**config.mk**
```make
export PLATFORM = sky130hd
export DESIGN_NAME = debug_mem_dumper
export DESIGN_NICKNAME = d
export VERILOG_FILES = /design/src/rtl/debug_mem_dumper.sv
export SDC_FILE = /design/constraint.sdc
export NUM_CORES = 1
export LEC_CHECK = 0
export CORE_ASPECT_RATIO = 0.8
export CORE_MARGIN = 1.5
export CORE_UTILIZATION = 50
export DETAILED_ROUTE_END_ITERATION = 8
export PLACE_DENSITY = 0.86
export SLEW_MARGIN = 25
export SYNTH_ARGS = -nofsm -noshare
export SYNTH_HDL_FRONTEND = slang
export SYNTH_SLANG_ARGS = --single-unit
export TNS_END_PERCENT = 10
```
**constraint.sdc**
```tcl
create_clock -name i_clk -period 2.3 [get_ports i_clk]
set_input_delay 0.46 -clock i_clk [delete_from_list [all_inputs] [get_ports i_clk]]
set_output_delay 0.46 -clock i_clk [all_outputs]
set_load 0.05 [all_outputs]
```
**src/rtl/debug_mem_dumper.sv**
```systemverilog
// Debug memory dumper: halts the pipeline and streams data memory MSB-first to UART TX.
// Optional trailing XOR checksum byte when DEBUG_DUMP_CHECKSUM_EN is defined.
module debug_mem_dumper #(
   parameter int MEM_BYTES = 256,
   parameter int ADDR_W    = 32
) (
   input  logic              i_clk,
   input  logic              i_reset,
   input  logic              i_start,
   output logic              o_halt,
   output logic [ADDR_W-1:0] o_r_addr,
   input  logic [31:0]       i_r_data,
   output logic [7:0]        o_tx_data,
   output logic              o_tx_valid,
   input  logic              i_tx_ready,
   output logic              o_busy,
   output logic              o_done
);

`ifdef DEBUG_DUMP_CHECKSUM_EN
   typedef enum logic [2:0] {IDLE, LOAD, SEND, FINISH, CHK} state_t;
`else
   typedef enum logic [1:0] {IDLE, LOAD, SEND, FINISH} state_t;
`endif

   localparam logic [ADDR_W-1:0] LAST_ADDR = ADDR_W'(MEM_BYTES - 4);

   state_t            state, state_d;
   logic              halt_d, valid_d, busy_d, done_d;
   logic [ADDR_W-1:0] addr_d;
   logic [7:0]        data_d;
   // The top byte goes straight to o_tx_data, so only the remaining three are kept.
   logic [23:0]       rest, rest_d;
   logic [1:0]        cnt, cnt_d;
   logic              xfer, last_word;
`ifdef DEBUG_DUMP_CHECKSUM_EN
   logic [7:0]        csum, csum_d;
`endif

   assign xfer      = o_tx_valid & i_tx_ready;
   assign last_word = (o_r_addr == LAST_ADDR);

   always_ff @(posedge i_clk) begin
      if (i_reset) begin
         state      <= IDLE;
         o_halt     <= 1'b0;
         o_r_addr   <= '0;
         o_tx_data  <= '0;
         o_tx_valid <= 1'b0;
         o_busy     <= 1'b0;
         o_done     <= 1'b0;
         rest       <= '0;
         cnt        <= '0;
`ifdef DEBUG_DUMP_CHECKSUM_EN
         csum       <= '0;
`endif
      end else begin
         state      <= state_d;
         o_halt     <= halt_d;
         o_r_addr   <= addr_d;
         o_tx_data  <= data_d;
         o_tx_valid <= valid_d;
         o_busy     <= busy_d;
         o_done     <= done_d;
         rest       <= rest_d;
         cnt        <= cnt_d;
`ifdef DEBUG_DUMP_CHECKSUM_EN
         csum       <= csum_d;
`endif
      end
   end

   always_comb begin
      state_d = state;
      case (state)
         IDLE:   if (i_start) state_d = LOAD;
         LOAD:   state_d = SEND;
         SEND: begin
            if (xfer && cnt == 2'd3) begin
               if (last_word)
`ifdef DEBUG_DUMP_CHECKSUM_EN
                  state_d = CHK;
`else
                  state_d = FINISH;
`endif
               else
                  state_d = LOAD;
            end
         end
`ifdef DEBUG_DUMP_CHECKSUM_EN
         CHK:    if (xfer) state_d = FINISH;
`endif
         FINISH: state_d = IDLE;
         default: state_d = IDLE;
      endcase
   end

   always_comb begin
      halt_d  = o_halt;
      addr_d  = o_r_addr;
      data_d  = o_tx_data;
      valid_d = o_tx_valid;
      done_d  = 1'b0;
      busy_d  = (state_d != IDLE);
      rest_d  = rest;
      cnt_d   = cnt;
`ifdef DEBUG_DUMP_CHECKSUM_EN
      csum_d  = csum;
`endif
      case (state)
         IDLE: begin
            if (i_start) begin
               halt_d = 1'b1;
               addr_d = '0;
`ifdef DEBUG_DUMP_CHECKSUM_EN
               csum_d = '0;
`endif
            end
         end
         LOAD: begin
            rest_d  = i_r_data[23:0];
            cnt_d   = '0;
            data_d  = i_r_data[31:24];
            valid_d = 1'b1;
         end
         SEND: begin
            if (xfer) begin
`ifdef DEBUG_DUMP_CHECKSUM_EN
               csum_d = csum ^ o_tx_data;
`endif
               if (cnt != 2'd3) begin
                  data_d = rest[23:16];
                  rest_d = {rest[15:0], 8'h00};
                  cnt_d  = cnt + 2'd1;
               end else begin
                  valid_d = 1'b0;
                  if (last_word) begin
`ifdef DEBUG_DUMP_CHECKSUM_EN
                     data_d  = csum ^ o_tx_data;
                     valid_d = 1'b1;
`endif
                  end else begin
                     addr_d = o_r_addr + ADDR_W'(4);
                  end
               end
            end
         end
`ifdef DEBUG_DUMP_CHECKSUM_EN
         CHK:    if (xfer) valid_d = 1'b0;
`endif
         FINISH: begin
            done_d = 1'b1;
            halt_d = 1'b0;
         end
         default: ;
      endcase
   end

endmodule

```
==> Implementation_results.wiki <==
{| class="wikitable"
! Metric !! Value
|-
| Clock insertion delay at the later pin of the skew report || 0.33 ns
|-
| Area growth from synthesis to layout || 35.87%
|-
| Cell at the root of the clock tree || clkbuf_8
|-
| Cell Count, Final, Fillers Out || 589
|-
| Number of library cell types mapped by synthesis || 50
|-
| Arrival time at the worst endpoint || 1.70 ns
|-
| Routability cong. || 0.8506
|-
| Post-route minimum period || 2.159 ns
|-
| Initial Util || 52.16%
|-
| Number of detailed-routing iterations run before antenna repair || 5
|-
| Core Region || between 6000 and 7000 um^2
|-
| Ordered cell list for the critical path || clkdlybuf4s50_1
|-
| Max Clk Rate || 463.3 MHz
|-
| CTS-repair resized insts || 0
|-
| Number of buffers and inverters on the critical path || 1
|-
| Count of input and output buffers || 77
|-
| Number of cell rows || 26
|-
| Wire length of the first global-routing pass || 15440 um
|-
| Post-synthesis cell area || 3359 um^2
|-
| Outcome || finished clean
|-
| Die width || between 90 and 100 um
|-
| Antenna Violating Nets Remaining || 0
|-
| Total instance count after detailed placement || 573
|-
| Drt wl/cell || ~16 um
|-
| Element type at the critical path end || primary output
|-
| Vias per inst || about 5.9
|-
| Floorplan die area || 7223 um^2
|-
| Top area cells in the synthesized netlist || dfxtp_1 (42%), nand2_1 (8.9%), a311oi_1 (6.5%), nor2_1 (4.8%), nand3_1 (3.1%)
|-
| Overall track demand over capacity in global routing || roughly a quarter
|-
| Total of max-cap violations || 0
|-
| GRT Residual Overflow || 0
|-
| Area share of the leading cell type in the synthesized netlist || 41.71%
|-
| Post-route clock period utilization || 93.85%
|-
| Largest area contributor in the netlist || dfxtp_1
|-
| Clock sink count || 70
|-
| Max-slew headroom || 60.18%
|-
| Total number of nets in the final design || 539
|-
| Clock tree from TritonCTS || done
|-
| Fin util || about 71%
|-
| Number of top-level pins || 80
|-
| Worst Path Required || ~1.8 ns
|-
| Cell area power density || 609.7 nW/um^2
|-
| Top library cells by usage in the layout, fill and taps aside || nand2_1 (80), clkdlybuf4s50_1 (77), dfxtp_1 (68), nor2_1 (43), buf_4 (26)
|-
| Mean instance size in the synthesized netlist || 8.134 um^2
|-
| Highest fanout seen on the critical path || 9
|-
| Leading cell type in the layout, fill and taps excluded || nand2_1
|-
| Cts bufs inserted || 9
|-
| Finished Cell Area || 4564 um^2
|-
| Seq/Total Area, Yosys || 41.71%
|-
| Number of synthesized register bits || 70
|-
| Delay contributed by the slowest stage of the critical path || 0.86 ns
|-
| Setup CP Type || reg2out
|-
| Main synth FF type || dfxtp_1
|-
| Routed wire length || just over 9000 um
|-
| Die Span Y || about 76 um
|-
| Setup repair after global routing missed its margin || false
|-
| Async set or reset register ratio after synthesis || 0%
|-
| Initial drt markers || 270
|-
| Number of buffers on the longest clock path || 2
|-
| Via count || 3462
|-
| Max Clock Skew || 0.005867 ns
|-
| Leak Pwr || 1.583 nW
|-
| Count of filler cells inserted in the layout || between 500 and 600
|-
| Post-synth EDFFs || 0
|-
| Kind of cell with the highest combined delay on the critical path || buffers and inverters
|-
| Maximum number of pins on one net before global-route repair || between 40 and 50
|-
| Antenna violations before repair || 0
|-
| Final hold violations || 0
|-
| Post-CTS setup buffer count || 0
|-
| CTS clock-pin slew for the worst setup and hold paths || 0.07 ns
|-
| Total Power || 2.783 mW
|-
| Largest vdd supply drop || 0.0005149 V
|-
| H-tree lvl count || 3
|-
| Fraction of final layout cells with drive strength greater than 1 || around 13%
|-
| Cell count after synthesis || slightly above 400
|-
| Via count of the first global-routing pass || 3241
|-
| Syn. warnings || 0
|-
| Worst hold-check path type || reg2reg
|-
| CP max-delay cell || clkdlybuf4s50_1
|-
| Final Slew Violations || 0
|-
| Startpoint Class || flop
|-
| DP HPWL || roughly 6300 um
|-
| Final setup violation count || 0
|-
| Number of remaining DRC errors || 0
|-
| Tightest Pin Transition || 0.5950 ns
|-
| Instance area after placement || 4350 um^2
|-
| Antenna cell count || 0
|-
| Quantity of hold-fixing buffers added after cts || 0
|}
[worst min-delay path, cell delays in order (launching register included)]
cell and delay [ns]:
dfxtp_1 0.32, nand2_1 0.06, a21oi_1 0.05
[synthesized netlist by cell type, types with 2 or more instances]
cell and instances:
nor2_1 43, xnor2_1 3, a21oi_2 7, a21oi_1 20, dfxtp_1 70, or2_2 2
or4_1 11, a21o_1 2, nor3_1 5, o31ai_1 7, o21a_1 2, buf_1 4
buf_2 5, nand2_1 80, o21ai_2 2, a311oi_1 25, buf_4 3, buf_6 2
nor2b_1 3, nand3b_1 2, nand3_1 21, o211ai_1 4, o311ai_0 2, clkbuf_1 17
a22oi_1 3, nor4_1 5, and3_1 3, or4_4 2, and4_1 4, o21ai_0 4
ha_1 3, xor2_1 5, nand2b_1 2, nor3_2 2, inv_1 3, o21ai_1 3
nand4_1 15, or3_1 5
[cells by family (layout without fill, tap and decap cells)]
kind of cell,Yosys count,count (layout),share of synthesized area (%)
adder cells (fa/ha/maj),3,3,1.117
other,1,2,0.1116
flip-flops,70,70,41.71
buffers and inverters,34,125,4.767
XOR/XNOR,8,8,2.086
multiplexers,1,1,0.2980
AND/OR/NAND/NOR,210,210,30.99
AO/OA/AOI/OAI,86,86,18.92
[power breakdown]
group	switching, mW	leakage [nW]	internal, mW	total [mW]
combinational	0.242	0.907	0.175	0.418
sequential	0.0327	0.570	1.26	1.30
clock	0.460	0.106	0.609	1.07
[cell type report]
class	count	area [um^2]	share of cell area, %
multi-input cells	310	1804	39.53
well taps	84	105.1	2.303
repair buffers	106	1026	22.48
inverters	3	11.26	0.2467
clock inverters	6	86.33	1.891
clock buffers	10	127.6	2.796
flip-flops and latches	70	1404	30.76
[layer usage]
| layer | vias up | GRT usage [%] | part of all wire [%] |
|---|---|---|---|
| met4 | 0 | 6.866 | 1.2 |
| met5 | - | 0 | 0 |
| met1 | 1645 | 38.03 | 46 |
| met3 | 10 | 5.489 | 5.8 |
| met2 | 119 | 40.86 | 48 |
| li1 | 1688 | - | - |
[state kept, by name (all words and copies together), names as in the netlist]
| signal | count |
|---|---|
| o_halt | 1 |
| rest | 24 |
| state | 2 |
| o_tx_data | 8 |
| o_r_addr | 30 |
| o_busy | 1 |
| o_done | 1 |
| cnt | 2 |
| o_tx_valid | 1 |
[metrics by stage]
step                      setup WS [ns]  hold WS [ns]  TNS (ns)
after floorplan                 0.07119        0.4321         0
after global placement          0.04894        0.4405         0
after detailed placement       -0.01036        0.4547  -0.01036
after CTS                        0.1486        0.4641         0
after global routing            0.07944        0.4882         0
final                            0.1414        0.4637         0
[path summary, 6_finish.rpt]
check	startpoint	slack, ns	end	cells past startpoint
max	o_r_addr[4]$_SDFFE_PP0P_	0.14	o_r_addr[4]	1
min	rest[7]$_SDFFE_PP0P_	0.46	rest[7]$_SDFFE_PP0P_	2
max reg2reg	o_r_addr[22]$_SDFFE_PP0P_	0.23	o_r_addr[3]$_SDFFE_PP0P_	5
min reg2reg	rest[7]$_SDFFE_PP0P_	0.46	rest[7]$_SDFFE_PP0P_	2
Note: power is estimated with default switching activity, not from simulation.
